<file path="src/rtl/pipe_reg_chain.sv">
// pipe_reg_chain: DEPTH valid-tagged pipeline registers with backward stall, per-stage flush,
// bubble insertion below a frozen section; optional perf counters under PIPE_PERF_EN.
module pipe_reg_chain #(
  parameter int WIDTH        = 32,
  parameter int DEPTH        = 4,
  parameter int ZERO_INVALID = 1,
  parameter int CNT_W        = 16
) (
  input  logic                   clk,
  input  logic                   reset,
  input  logic [DEPTH-1:0]       stall,
  input  logic [DEPTH-1:0]       flush,
  input  logic                   in_valid,
  input  logic [WIDTH-1:0]       in_data,
  output logic                   in_ready,
  output logic [DEPTH-1:0]       stage_valid,
  output logic [DEPTH*WIDTH-1:0] stage_data,
  output logic                   out_valid,
  output logic [WIDTH-1:0]       out_data,
  input  logic                   perf_clr,
  output logic [CNT_W-1:0]       stall_cnt,
  output logic [CNT_W-1:0]       bubble_cnt
);
  logic [DEPTH-1:0]       eff_stall, nxt_v, prev_v, prev_stall;
  logic [DEPTH*WIDTH-1:0] nxt_d, prev_d;
  always_comb begin
    eff_stall = '0;
    for (int i = 0; i < DEPTH; i++) eff_stall[i] = |(stall >> i);
  end
  // Stage i sees stage i-1 (or the input port for stage 0) as its source.
  assign prev_v     = DEPTH'({stage_valid, in_valid});
  assign prev_stall = DEPTH'({eff_stall, 1'b0});
  assign prev_d     = (DEPTH*WIDTH)'({stage_data, in_data});
  always_comb begin
    nxt_v = stage_valid;
    nxt_d = stage_data;
    for (int i = 0; i < DEPTH; i++) begin
      nxt_v[i] = !flush[i] && (eff_stall[i] ? stage_valid[i] : !prev_stall[i] && prev_v[i]);
      nxt_d[i*WIDTH +: WIDTH] = flush[i] ? '0 :
                                eff_stall[i] ? stage_data[i*WIDTH +: WIDTH] :
                                prev_stall[i] ? (ZERO_INVALID != 0 ? '0 : stage_data[i*WIDTH +: WIDTH]) :
                                (ZERO_INVALID != 0 && !prev_v[i]) ? '0 : prev_d[i*WIDTH +: WIDTH];
    end
  end
  always_ff @(posedge clk or posedge reset)
    if (reset) begin
      stage_valid <= '0;
      stage_data  <= '0;
    end else begin
      stage_valid <= nxt_v;
      stage_data  <= nxt_d;
    end
  assign in_ready  = ~eff_stall[0];
  assign out_valid = stage_valid[DEPTH-1];
  assign out_data  = stage_data[(DEPTH-1)*WIDTH +: WIDTH];
`ifdef PIPE_PERF_EN
  logic [CNT_W-1:0] s_cnt, b_cnt;
  always_ff @(posedge clk or posedge reset)
    if (reset) begin
      s_cnt <= '0;
      b_cnt <= '0;
    end else if (perf_clr) begin
      s_cnt <= '0;
      b_cnt <= '0;
    end else begin
      if (eff_stall[0] && ~&s_cnt) s_cnt <= s_cnt + 1'b1;
      if (!out_valid && ~&b_cnt) b_cnt <= b_cnt + 1'b1;
    end
  assign stall_cnt  = s_cnt;
  assign bubble_cnt = b_cnt;
`else
  logic unused_perf_clr;
  assign unused_perf_clr = perf_clr;
  assign stall_cnt  = '0;
  assign bubble_cnt = '0;
`endif
endmodule
</file>
<file path="config.mk">
export PLATFORM = sky130hd
export DESIGN_NAME = pipe_reg_chain
export DESIGN_NICKNAME = d
export VERILOG_FILES = /design/src/rtl/pipe_reg_chain.sv
export SDC_FILE = /design/constraint.sdc
export NUM_CORES = 1
export LEC_CHECK = 0
export BUFFER_PORTS_ARGS = -buffer_cell sky130_fd_sc_hd__buf_2
export CAP_MARGIN = 20
export CORE_ASPECT_RATIO = 1.5
export CORE_MARGIN = 2
export CORE_UTILIZATION = 47
export DETAILED_ROUTE_END_ITERATION = 10
export HOLD_SLACK_MARGIN = 0.06
export PLACE_DENSITY = 0.9
export SYNTH_ARGS = -nofsm -noshare
export SYNTH_HDL_FRONTEND = slang
export SYNTH_SLANG_ARGS = --single-unit
</file>
<file path="constraint.sdc">
create_clock -name clk -period 6 [get_ports clk]
set_input_delay 0.9 -clock clk [delete_from_list [all_inputs] [get_ports clk]]
set_output_delay 0.9 -clock clk [all_outputs]
set_load 0.005 [all_outputs]
</file>
; Word level (Yosys, flattened, before mapping)
; Cells that the tools add are included.
[totals]
reg_bits = 132
inputBits = 44
word_cells = 46
[op_classes]
n_eq_ne = 4
n_mux = 19
bitwise_logic = 1
n_reduce_logical = 17
[ops]
columns = operator, count
row1 = $mux W32, 15
row2 = $logic_and A1 B1 Y1, 7
row3 = $logic_not A1 Y1, 7
row4 = $ne A2 B2 Y1 const B, 3
row5 = $mux W1, 4
row6 = $reduce_or A4 Y1, 1
row7 = $reduce_or A3 Y1, 1
row8 = $ne A2 B1 Y1 const B, 1
row9 = $reduce_or A2 Y1, 1
row10 = $not A1 Y1, 1

; Logic depth before layout (Yosys ltp)
; Gate-level depths: netlist of the first run.
[logic_depth]
depth_word = 5
mapped_depth = 6

; Least setup slack after synthesis of the first run
; No wires, ideal clock.
[synth_path]
path_kind = input to output
startpoint = in stall[0]
endpoint = out in_ready
t_arrival_ps = 1727
path_slack_ps = 3373
path_stages = 3
n_path_buf = 2
cell_sequence = clkbuf_1 nor4_2 buf_2
[synth_between]
elab_chain_cells = 2
[synth_lines]
columns = element, line
row1 = "start, declared", 11  ; input logic [DEPTH-1:0] stall,
row2 = $reduce_or A4 Y1, 28  ; for (int i = 0; i < DEPTH; i++) eff_stall[i] = |(stall >> i);
row3 = $not A1 Y1, 53  ; assign in_ready = ~eff_stall[0];
row4 = "end, declared", 15  ; output logic in_ready,
; No other way between the ends.

; Final worst setup path of the first run
[layout_path]
startpoint = in stall[2]
endpoint = reg stage_data[87]
[layout_between]
elab_chain_cells = 4
elab_cells_between_ends = 6
classes_between = eq/ne (1) / mux (3) / reduce/logical (2)
[layout_lines]
columns = element, line
row1 = $reduce_or A3 Y1, 28
row2 = $mux W32, 41  ; prev_stall[i] ? (ZERO_INVALID != 0 ? '0 : stage_data[i*WIDTH +: WIDTH]) :
row3 = $mux W32, 40  ; eff_stall[i] ? stage_data[i*WIDTH +: WIDTH] :
row4 = $mux W32, 39  ; nxt_d[i*WIDTH +: WIDTH] = flush[i] ? '0 :
row5 = "end signal, assigned", 51  ; stage_data <= nxt_d;
row6 = "end, declared", 17  ; output logic [DEPTH*WIDTH-1:0] stage_data,
; Several ways; a longest one is shown, not always the timed one. The select of a mux whose other input is x is not followed.
; A chain may end at the register's enable or synchronous reset.

==> summary.txt, run 1 <==
Cells and area
  • Layout Cells excl Fill: 770
  • Layout area overhead: 26.32%
  • Share of cells above drive strength 1: 46.20%
  • Nets: 650

Placement
  • DP Cell Count: 737
  • Placer congestion estimate: between 0.8 and 0.9
  • I/O Buffers: between 200 and 250
  • Hpwl dp: roughly 10000 um
  • Pre-CTS setup slack: around 2.6 ns

Route
  • Via count: between 4000 and 5000
  • 1st-iter DRT viols: between 200 and 300
  • Avg Vias per Cell: roughly 5.7
  • ANT nets after route: 0
  • Wire length per cell: 19.76 um
  • DR pass1 iterations: 5
  • Total routed wirelength: 15220 um
  • DRC: 0

Logic synthesis
  • Yosys Warn Count: 0
  • Largest area contributor in the netlist: dfrtp_1
  • Cells after synthesis: 444
  • Post-Syn Area per Cell: 12.33 sq um
  • FF+latch count, synth: around 130
  • Syn Std Cell Area: 0.005477 sq mm
  • Register area share after synthesis: around 60%
  • Top post-synthesis cells by area: dfrtp_1 60%, a22o_1 10%, buf_4 8.9%, a22o_2 5.7%, a21oi_1 2.9%
  • Yosys top cell area share: between 60% and 70%
  • Yosys cell types: 21

STA
  • Worst relative slew slack: 35.76%
  • Setup violations, final: 0
  • PnR worst setup slack: between 3 and 4 ns
  • Final max-slew violation count: 0
  • Fin. Hold Viols: 0
  • Max Fclk: 335.8 MHz
  • RSZ-0062 raised after global routing: false
  • Final min period: between 2 and 3 ns
  • Period utilization: approximately 50%
  • Least-Margin Pin Slew: between 0.9 and 1 ns
  • Clk_skew: between 0.008 and 0.009 ns
  • Sum Neg Setup Slack: 0 ns

Critical path
  • Worst Path Required: between 6 and 7 ns
  • Worst Setup SP: stall[2]
  • Arrival @ worst endpoint: 3.32 ns
  • CP endpoint kind: flop
  • Critical Path Source Type: input port
  • Register-to-Register Setup Slack: ~4.2 ns
  • Max FO, Critical Path: 20
  • Worst R2R Path Depth: 3
  • CP Capture Point: stage_data[87]$_DFFE_PP0P_
  • Worst R2R End: stage_data[54]$_DFFE_PP0P_
  • Reg-to-Reg Start: stage_valid[0]$_DFF_PP0_
  • Setup CP Type: in -> reg

Clock network
  • CTS resizes: 0
  • CTS tree: built
  • Longest Clk Path Bufs: 2
  • Clock root buffer master: clkbuf_16
  • CTS Sinks: 132
  • Htree depth: 4
  • Clock Pin Slew Worst Setup and Hold Paths: ~0.060 ns
  • CTS Buf Count: 17
  • Post-CTS Hold Fix Bufs: 0
  • Clk_lat worst skew: slightly above 0.4 ns
  • Post-CTS setup buffers: 0

Floorplanning
  • Initial Util: ~48%
  • Num ports: 242
  • # rows: 48
  • Die width: 92.14 um
  • Die Y: 136.2 um
  • Die area: ~0.013 sq mm
  • Core Box Area: around 0.011 sq mm

Outcome
  • Status: complete, no violations

Global route
  • Vias in the first global route: approximately 4200
  • Initial antenna violation count: 0
  • Largest net degree at the start of global routing: between 60 and 70
  • Tot GR Track Use: 24.24%
  • First-pass GRT wire length: between 20000 and 25000 um
  • Grt ovf: 0

Power and ir drop
  • P_int: roughly 1700 uW
  • Pwr Total: between 2000 and 2500 uW
  • Clock group share of total power: 54.6%
  • Static leakage: 0.003865 uW
  • Comb power frac: around 3.8%
  • Net Sw Frac: between 20% and 30%
  • Sequential fraction of design power: a little over two fifths
  • Power per standard cell area: around 310 mW/mm^2
  • P_sw: 448.1 uW
  • VDD IR max: a little over 0.2 mV

Hold path
  • HP Start: stage_valid[3]$_DFF_PP0_
  • Hold WC Path Type: reg -> reg

Flow run
  • # Max-Cap Violations: 0
[cell type report]
cell class / instances / area, sq um
Multi-Input combinational cell: 238 / 1643
Clock buffer: 19 / 442.9
Antenna cell: 1 / 2.502
Tap cell: 150 / 187.7
Fill cell: 924 / 4493
Inverter: 1 / 8.758
Timing Repair Buffer: 216 / 1101
Clock inverter: 13 / 229.0
Sequential cell: 132 / 3303
[flip-flops by register name (all words and copies together), names as in the netlist]
signal / cells
stage_data: 128
stage_valid: 4
[stage by stage]
step / hold slack [ns] / util (%) / area [sq um]
floorplan: 0.4876 / - / 5593
global placement: 0.4727 / 54.71 / 6243
detailed placement: 0.5060 / 54.71 / 6243
CTS: 0.5179 / 60.60 / 6915
global route: 0.5351 / 60.60 / 6915
finish: 0.5119 / 60.62 / 6918
[power groups by stage]
| stage | Combinational, uW | Sequential (uW) | Clock [uW] |
|---|---|---|---|
| 6_report | 81.7 | 896 | 1170 |
| 5_1_grt | 90.4 | 896 | 1230 |
| 4_1_cts | 81.4 | 896 | 1180 |
| 3_3_place_gp | 78.3 | 911 | 0 |
| 2_1_floorplan | 61.2 | 911 | 0 |
| 3_5_place_dp | 81.3 | 911 | 0 |
[routing by layer]
metal / part of all wire [%] / global-route usage [%] / vias up
met5: 0 / 0 / -
met4: 4.4 / 13.68 / 0
met3: 6.6 / 5.211 / 62
met2: 50 / 39.42 / 281
met1: 39 / 30.10 / 2220
li1: - / - / 1849
[synthesized netlist by cell type (all sizes together)]
cell type / n
inv: 1
o21ai: 32
mux2i: 1
nor2b: 2
nor4: 1
or3: 1
clkbuf: 28
dfrtp: 132
buf: 76
a21oi: 32
nor3b: 1
a22o: 96
a21o: 3
nor4b: 2
conb: 1
nor2: 3
nand3: 32
[cell usage in the layout (no fill, tap or decap), drive strengths merged]
master    count
nor3b         1
a21oi        32
nor4          1
conb         32
clkinvlp      1
nor2          3
bufinv        6
nand3        32
inv           2
o21ai        32
buf         216
a21o          3
clkinv        5
clkbuf       19
nor4b         2
dfrtp       132
a22o         96
nor2b         2
mux2i         1
diode         1
or3           1
[cell families (layout without fill, tap and decap cells)]
kind of cell | Yosys count | count (layout) | synth area share [%]
and+or+nand+nor | 42 | 42 | 4.752
DFF | 132 | 132 | 60.32
AOI/OAI and AO/OA | 163 | 163 | 22.32
buffers and inverters | 105 | 249 | 12.36
muxes | 1 | 1 | 0.1828
other | 1 | 33 | 0.06847
[worst min path at each step]
stage | to | slack [ns] | depth (start not counted)
finish | stage_valid[3]$_DFF_PP0_ | 0.51 | 1
global route | stage_data[108]$_DFFE_PP0P_ | 0.54 | 1
CTS | stage_valid[2]$_DFF_PP0_ | 0.52 | 1
detailed placement | stage_valid[2]$_DFF_PP0_ | 0.51 | 1
global placement | stage_valid[3]$_DFF_PP0_ | 0.47 | 1
floorplan | stage_valid[2]$_DFF_PP0_ | 0.49 | 1
[worst max-delay path, cell delays in order]
cell and delay, ns:
buf_2 0.14, or3_1 0.64, buf_4 0.33, nor3b_4 0.71, buf_4 0.38, a22o_1 0.19
No activity file was read; power rests on OpenSTA's default activity.
==> run 2, diff against run 1 <==
==> constraint.sdc (replaced) <==
create_clock -name clk -period 3.05 [get_ports clk]
set_input_delay 0.4575 -clock clk [delete_from_list [all_inputs] [get_ports clk]]
set_output_delay 0.4575 -clock clk [all_outputs]
set_load 0.005 [all_outputs]
==> run 2 against run 1 <==
Die area unchanged; via count decreased by 2.9%; cell area decreased by 0.89%; wire length decreased by 1.6%; largest power group unchanged; highest routed layer unchanged.
==> summary.txt, run 2 (synthesis gave the netlist of run 1 again) <==
Route
  • Total routed wirelength: roughly 15000 um
  • Avg Vias per Cell: 5.535
  • DRC: 0
  • DR pass1 iterations: 5
  • Via count: roughly 4300
  • ANT nets after route: 0
  • 1st-iter DRT viols: approximately 270
  • Wire length per cell: 19.35 um

Clock network
  • Clock root buffer master: clkbuf_16
  • Clock Pin Slew Worst Setup and Hold Paths: about 0.050 ns
  • Longest Clk Path Bufs: 2
  • CTS tree: built
  • Htree depth: 4
  • CTS Buf Count: 17
  • Post-CTS Hold Fix Bufs: 0
  • CTS resizes: 0
  • Clk_lat worst skew: roughly 0.40 ns
  • Post-CTS setup buffers: 0
  • CTS Sinks: ~130

Cells and area
  • Most frequent cells in the layout: 208 x buf_2, 132 x dfrtp_1, 65 x a22o_1
  • Share of cells above drive strength 1: between 40 and 50%
  • Nets: 654
  • Final instance area: 0.006857 sq mm
  • Max FFs per register: 128
  • Reg area: 0.003303 sq mm
  • Top reg by flops: stage_data
  • Most common cell after layout, fill and taps aside: buf_2
  • Filler cells: ~940
  • Regs by FF count: stage_data (128), stage_valid (4)
  • Layout area overhead: 25.20%
  • Area of the multi-input gates: between 0.0015 and 0.002 sq mm

STA
  • Max Fclk: just under 500 MHz
  • Clk_skew: around 0.0071 ns
  • PnR worst setup slack: just under 1 ns
  • Fin. Hold Viols: 0
  • Least-Margin Pin Slew: slightly below 0.7 ns
  • Hold WS: approximately 0.19 ns
  • Sum Neg Setup Slack: 0 ns
  • Final max-slew violation count: 0
  • RSZ-0062 raised after global routing: false
  • Setup violations, final: 0
  • Period utilization: between 60% and 70%
  • Final min period: just over 2 ns
  • Worst relative slew slack: ~54%

Placement
  • I/O Buffers: 208
  • Dpl cell area: ~0.0063 sq mm
  • Placer congestion estimate: between 0.8 and 0.9
  • Hpwl dp: 10180 um
  • Pre-CTS setup slack: between 0.7 and 0.8 ns

Global route
  • M3 GR Usage: between 4 and 5%
  • Gr busiest metal: met2
  • First-pass GRT wire length: approximately 23000 um
  • Met1 GRT Util: 30.98%
  • Initial antenna violation count: 1
  • Tot GR Track Use: between 20% and 30%
  • Largest net degree at the start of global routing: 101
  • Met2 usage: 39.79%
  • Grt ovf: 0
  • Vias in the first global route: ~4200

Floorplanning
  • Core Box Area: about 0.011 sq mm
  • Die width: slightly above 90 um
  • Die area: approximately 0.013 sq mm
  • Die Y: 136.2 um
  • # rows: 48
  • Num ports: roughly 240
  • Initial Util: a little under half

Critical path
  • Most used cell, CP: buf_2
  • Max stage delay on crit path: 0.40 ns
  • Worst Path Required: around 2.6 ns
  • Max FO, Critical Path: 34
  • Arrival @ worst endpoint: about 1.6 ns
  • Slowest CP cell: buf_4
  • Critical Path Source Type: input port
  • Setup CP Type: in -> out
  • CP cell instances: buf_2, nor4_4, buf_4, buf_2
  • CP endpoint kind: output port

Hold path
  • Hold WC Path Type: in -> async

Power and ir drop
  • Static leakage: around 0.0038 uW
  • Power per standard cell area: roughly 560 mW/mm^2
  • VDD IR max: between 0.3 and 0.4 mV

Flow run
  • # Max-Cap Violations: 0

Outcome
  • Status: complete, no violations
[run 2: final timing paths]
path	start	endpoint	slack, ns	cells after the start
max	stall[0]	in_ready	0.98	4
min reg2reg	stage_valid[3]$_DFF_PP0_	stage_valid[3]$_DFF_PP0_	0.50	1
max reg2reg	stage_valid[2]$_DFF_PP0_	stage_data[119]$_DFFE_PP0P_	1.51	3
max in group asynchronous	reset	stage_data[63]$_DFFE_PP0P_	2.42	3
min	reset	stage_data[127]$_DFFE_PP0P_	0.19	3
min in group clk	in_data[15]	stage_data[15]$_DFFE_PP0P_	0.32	3
[run 2: critical path, delay by kind of cell]
family,cells,cell delay [ns]
buf+inv,3,0.91
simple gates,1,0.22
[run 2: metrics by stage]
stage / cells / power, uW / utilization [%]
3_3_place_gp: 741 / 1952 / 55.14
2_1_floorplan: 475 / 1914 / -
4_1_cts: 773 / 3856 / 60.07
5_1_grt: 774 / 3960 / 60.09
3_5_place_dp: 741 / 1957 / 55.14
6_report: 774 / 3825 / 60.09
[run 2: per-layer routing]
layer  part of all wire [%]  vias up
met3                    6.0       40
met5                      0        -
li1                       -     1860
met4                    3.1        0
met2                     52      240
met1                     39     2144
[run 2: area by class of cell]
class                      count  area share (%)
antenna                        1         0.03650
multi-input combinational    238           23.89
sequential                   132           48.18
tap                          150           2.737
clock buffer                  19           6.606
inverter                       1          0.1095
clock inverter                13           1.588
timing repair buffer         220           16.86
[run 2: where the power goes]
group / internal, uW / total [uW] / switching, uW
sequential: 1760 / 1760 / 4.61
clock: 1160 / 1900 / 741
combinational: 40.1 / 163 / 123
==> run 3, diff against run 2 <==
--- a/config.mk
+++ b/config.mk
@@ -9,10 +9,10 @@
 export CAP_MARGIN = 20
 export CORE_ASPECT_RATIO = 1.5
 export CORE_MARGIN = 2
-export CORE_UTILIZATION = 47
+export CORE_UTILIZATION = 43
 export DETAILED_ROUTE_END_ITERATION = 10
 export HOLD_SLACK_MARGIN = 0.06
-export PLACE_DENSITY = 0.9
+export PLACE_DENSITY = 0.87
 export SYNTH_ARGS = -nofsm -noshare
 export SYNTH_HDL_FRONTEND = slang
 export SYNTH_SLANG_ARGS = --single-unit
==> constraint.sdc (replaced) <==
create_clock -name clk -period 1.7 [get_ports clk]
set_input_delay 0.255 -clock clk [delete_from_list [all_inputs] [get_ports clk]]
set_output_delay 0.255 -clock clk [all_outputs]
set_load 0.005 [all_outputs]
==> run 3 against run 2 <==
Setup slack worse by 0.78 ns; sequential share of layout area decreased by 1.1 points; sequential power up 80%; combinational power up 94%; via count up 1.8%; power grew 85%; die area increased by 9.0%; first-iteration DRC count fell by 7.1%; flip-flop and latch count is the same; cell area grew 2.4%; clock power is 89% higher; largest power group unchanged.
==> summary.txt, run 3 (synthesis gave the netlist of run 1 again) <==
Outcome
  • Status: complete, no violations

STA
  • Fin. Hold Viols: 0
  • Setup violations, final: 0
  • Final min period: 1.499 ns
  • RSZ-0062 raised after global routing: false
  • Least-Margin Pin Slew: 0.6533 ns
  • Period utilization: 88.15%
  • Sum Neg Setup Slack: 0 ns
  • Final max-slew violation count: 0
  • Worst relative slew slack: 56.45%
  • Max Fclk: 667.3 MHz
  • Clk_skew: ~0.008 ns

Cells and area
  • Regs by FF count: stage_data (128), stage_valid (4)
  • Share of cells above drive strength 1: 47.39%
  • Layout Cells excl Fill: slightly below 800
  • Top reg by flops: stage_data
  • Max FFs per register: 128
  • Most frequent cells in the layout: 208 x buf_2, 132 x dfrtp_1, 65 x a22o_1
  • Nets: approximately 660
  • Fin util: between 50 and 60%
  • Most common cell after layout, fill and taps aside: buf_2
  • Layout area overhead: 28.17%

Power and ir drop
  • Static leakage: ~0.0039 uW
  • P_int: around 5500 uW
  • Power per standard cell area: roughly 1000 mW/mm^2
  • Net Sw Frac: 22.07%
  • P_sw: 1562 uW
  • VDD IR max: ~0.55 mV
  • Sequential fraction of design power: between 40% and 50%
  • Comb power frac: ~4.5%
  • Clock group share of total power: between 50% and 60%

Route
  • Via count: approximately 4400
  • DR pass1 iterations: 5
  • Avg Vias per Cell: roughly 5.5
  • ANT nets after route: 0
  • Total routed wirelength: between 15000 and 20000 um
  • 1st-iter DRT viols: 250
  • DRC: 0
  • Wire length per cell: 19.64 um

Critical path
  • Setup CP Type: in -> out
  • Max FO, Critical Path: 17
  • Worst Path Required: about 1.4 ns
  • CP endpoint kind: output port
  • Arrival @ worst endpoint: 1.24 ns
  • Critical Path Source Type: input port

Clock network
  • Clk_lat worst skew: 0.41 ns
  • CTS Buf Count: 17
  • CTS Sinks: roughly 130
  • Htree depth: 4
  • Post-CTS Hold Fix Bufs: 1
  • Clock root buffer master: clkbuf_16
  • CTS tree: built
  • CTS resizes: 0
  • Longest Clk Path Bufs: 2
  • Post-CTS setup buffers: 0
  • Clock Pin Slew Worst Setup and Hold Paths: ~0.05 ns

Placement
  • Placer congestion estimate: between 0.8 and 0.9
  • DP Cell Count: roughly 760
  • Hpwl dp: 11030 um
  • I/O Buffers: approximately 210

Floorplanning
  • Die width: about 96 um
  • Die area: roughly 0.014 sq mm
  • Core Box Area: between 0.01 and 0.015 sq mm
  • Initial Util: around 44%
  • Num ports: between 200 and 250
  • # rows: 50
  • Die Y: between 100 and 150 um

Global route
  • Vias in the first global route: roughly 4200
  • Tot GR Track Use: 23.02%
  • Grt ovf: 0
  • Largest net degree at the start of global routing: between 60 and 70
  • Initial antenna violation count: 2
  • First-pass GRT wire length: 23560 um

Flow run
  • # Max-Cap Violations: 0

Hold path
  • Hold WC Path Type: in -> reg
[run 3: cell count changes in the layout (fill, tap and decap cells not counted)]
cell / previous run / this run
nor2b_2: 2 / 1
bufinv_16: 1 / 2
buf_12: 2 / 5
inv_6: 1 / 0
buf_4: 10 / 16
dlygate4sd3_1: 0 / 1
clkinvlp_4: 4 / 3
clkbuf_8: 2 / 3
clkinv_2: 6 / 4
clkinv_4: 2 / 4
nor2b_4: 0 / 1
[run 3: cell type report]
cell class,count,area (sq um)
antenna,1,2.502
clock buffer,20,466.7
clock inverter,12,130.1
fill,1049,5430
inverter,1,7.507
multi-input combinational,238,1643
sequential,132,3303
tap,156,195.2
timing repair buffer,230,1271
[run 3: through the flow]
step | worst slack [ns] | cell area [sq um] | hold WS (ns) | total power [uW]
floorplan | -0.1922 | 5597 | 0.4156 | 3433
global placement | 0.01048 | 6410 | 0.2439 | 3524
detailed placement | -0.05173 | 6410 | 0.2538 | 3535
CTS | 0.1934 | 7017 | 0.09641 | 7136
global route | 0.1475 | 7019 | 0.09854 | 7325
finish | 0.2014 | 7019 | 0.1105 | 7077
[run 3: final timing paths]
kind                                          start                           to  slack [ns]  depth (start not counted)
max in group asynchronous                     reset   stage_data[26]$_DFFE_PP0P_        0.63                          4
max reg2reg                stage_valid[2]$_DFF_PP0_  stage_data[122]$_DFFE_PP0P_        0.50                          3
min                                     in_data[23]   stage_data[23]$_DFFE_PP0P_        0.11                          3
min reg2reg                stage_valid[3]$_DFF_PP0_     stage_valid[3]$_DFF_PP0_        0.49                          1
max                                        stall[2]                     in_ready        0.20                          5
min in group asynchronous                     reset  stage_data[127]$_DFFE_PP0P_        0.37                          3
[run 3: power groups by stage]
| stage | logic (uW) | clock network, uW | registers (uW) |
|---|---|---|---|
| final | 317 | 3600 | 3160 |
| after global routing | 350 | 3810 | 3160 |
| after CTS | 321 | 3650 | 3160 |
| after detailed placement | 318 | 0 | 3220 |
| after global placement | 308 | 0 | 3220 |
| after floorplan | 217 | 0 | 3220 |
[run 3: per-layer routing]
layer	vias to the layer above	track usage (%)	part of all wire, %
li1	1882	-	-
met1	2212	27.59	39
met2	235	38.23	53
met3	31	6.091	6.0
met4	2	10.38	2.5
met5	-	0	0.064
[run 3: worst max-delay path, stage by stage]
cell	delay, ns
buf_2	0.10
buf_4	0.15
nor4_4	0.29
buf_4	0.28
buf_2	0.16
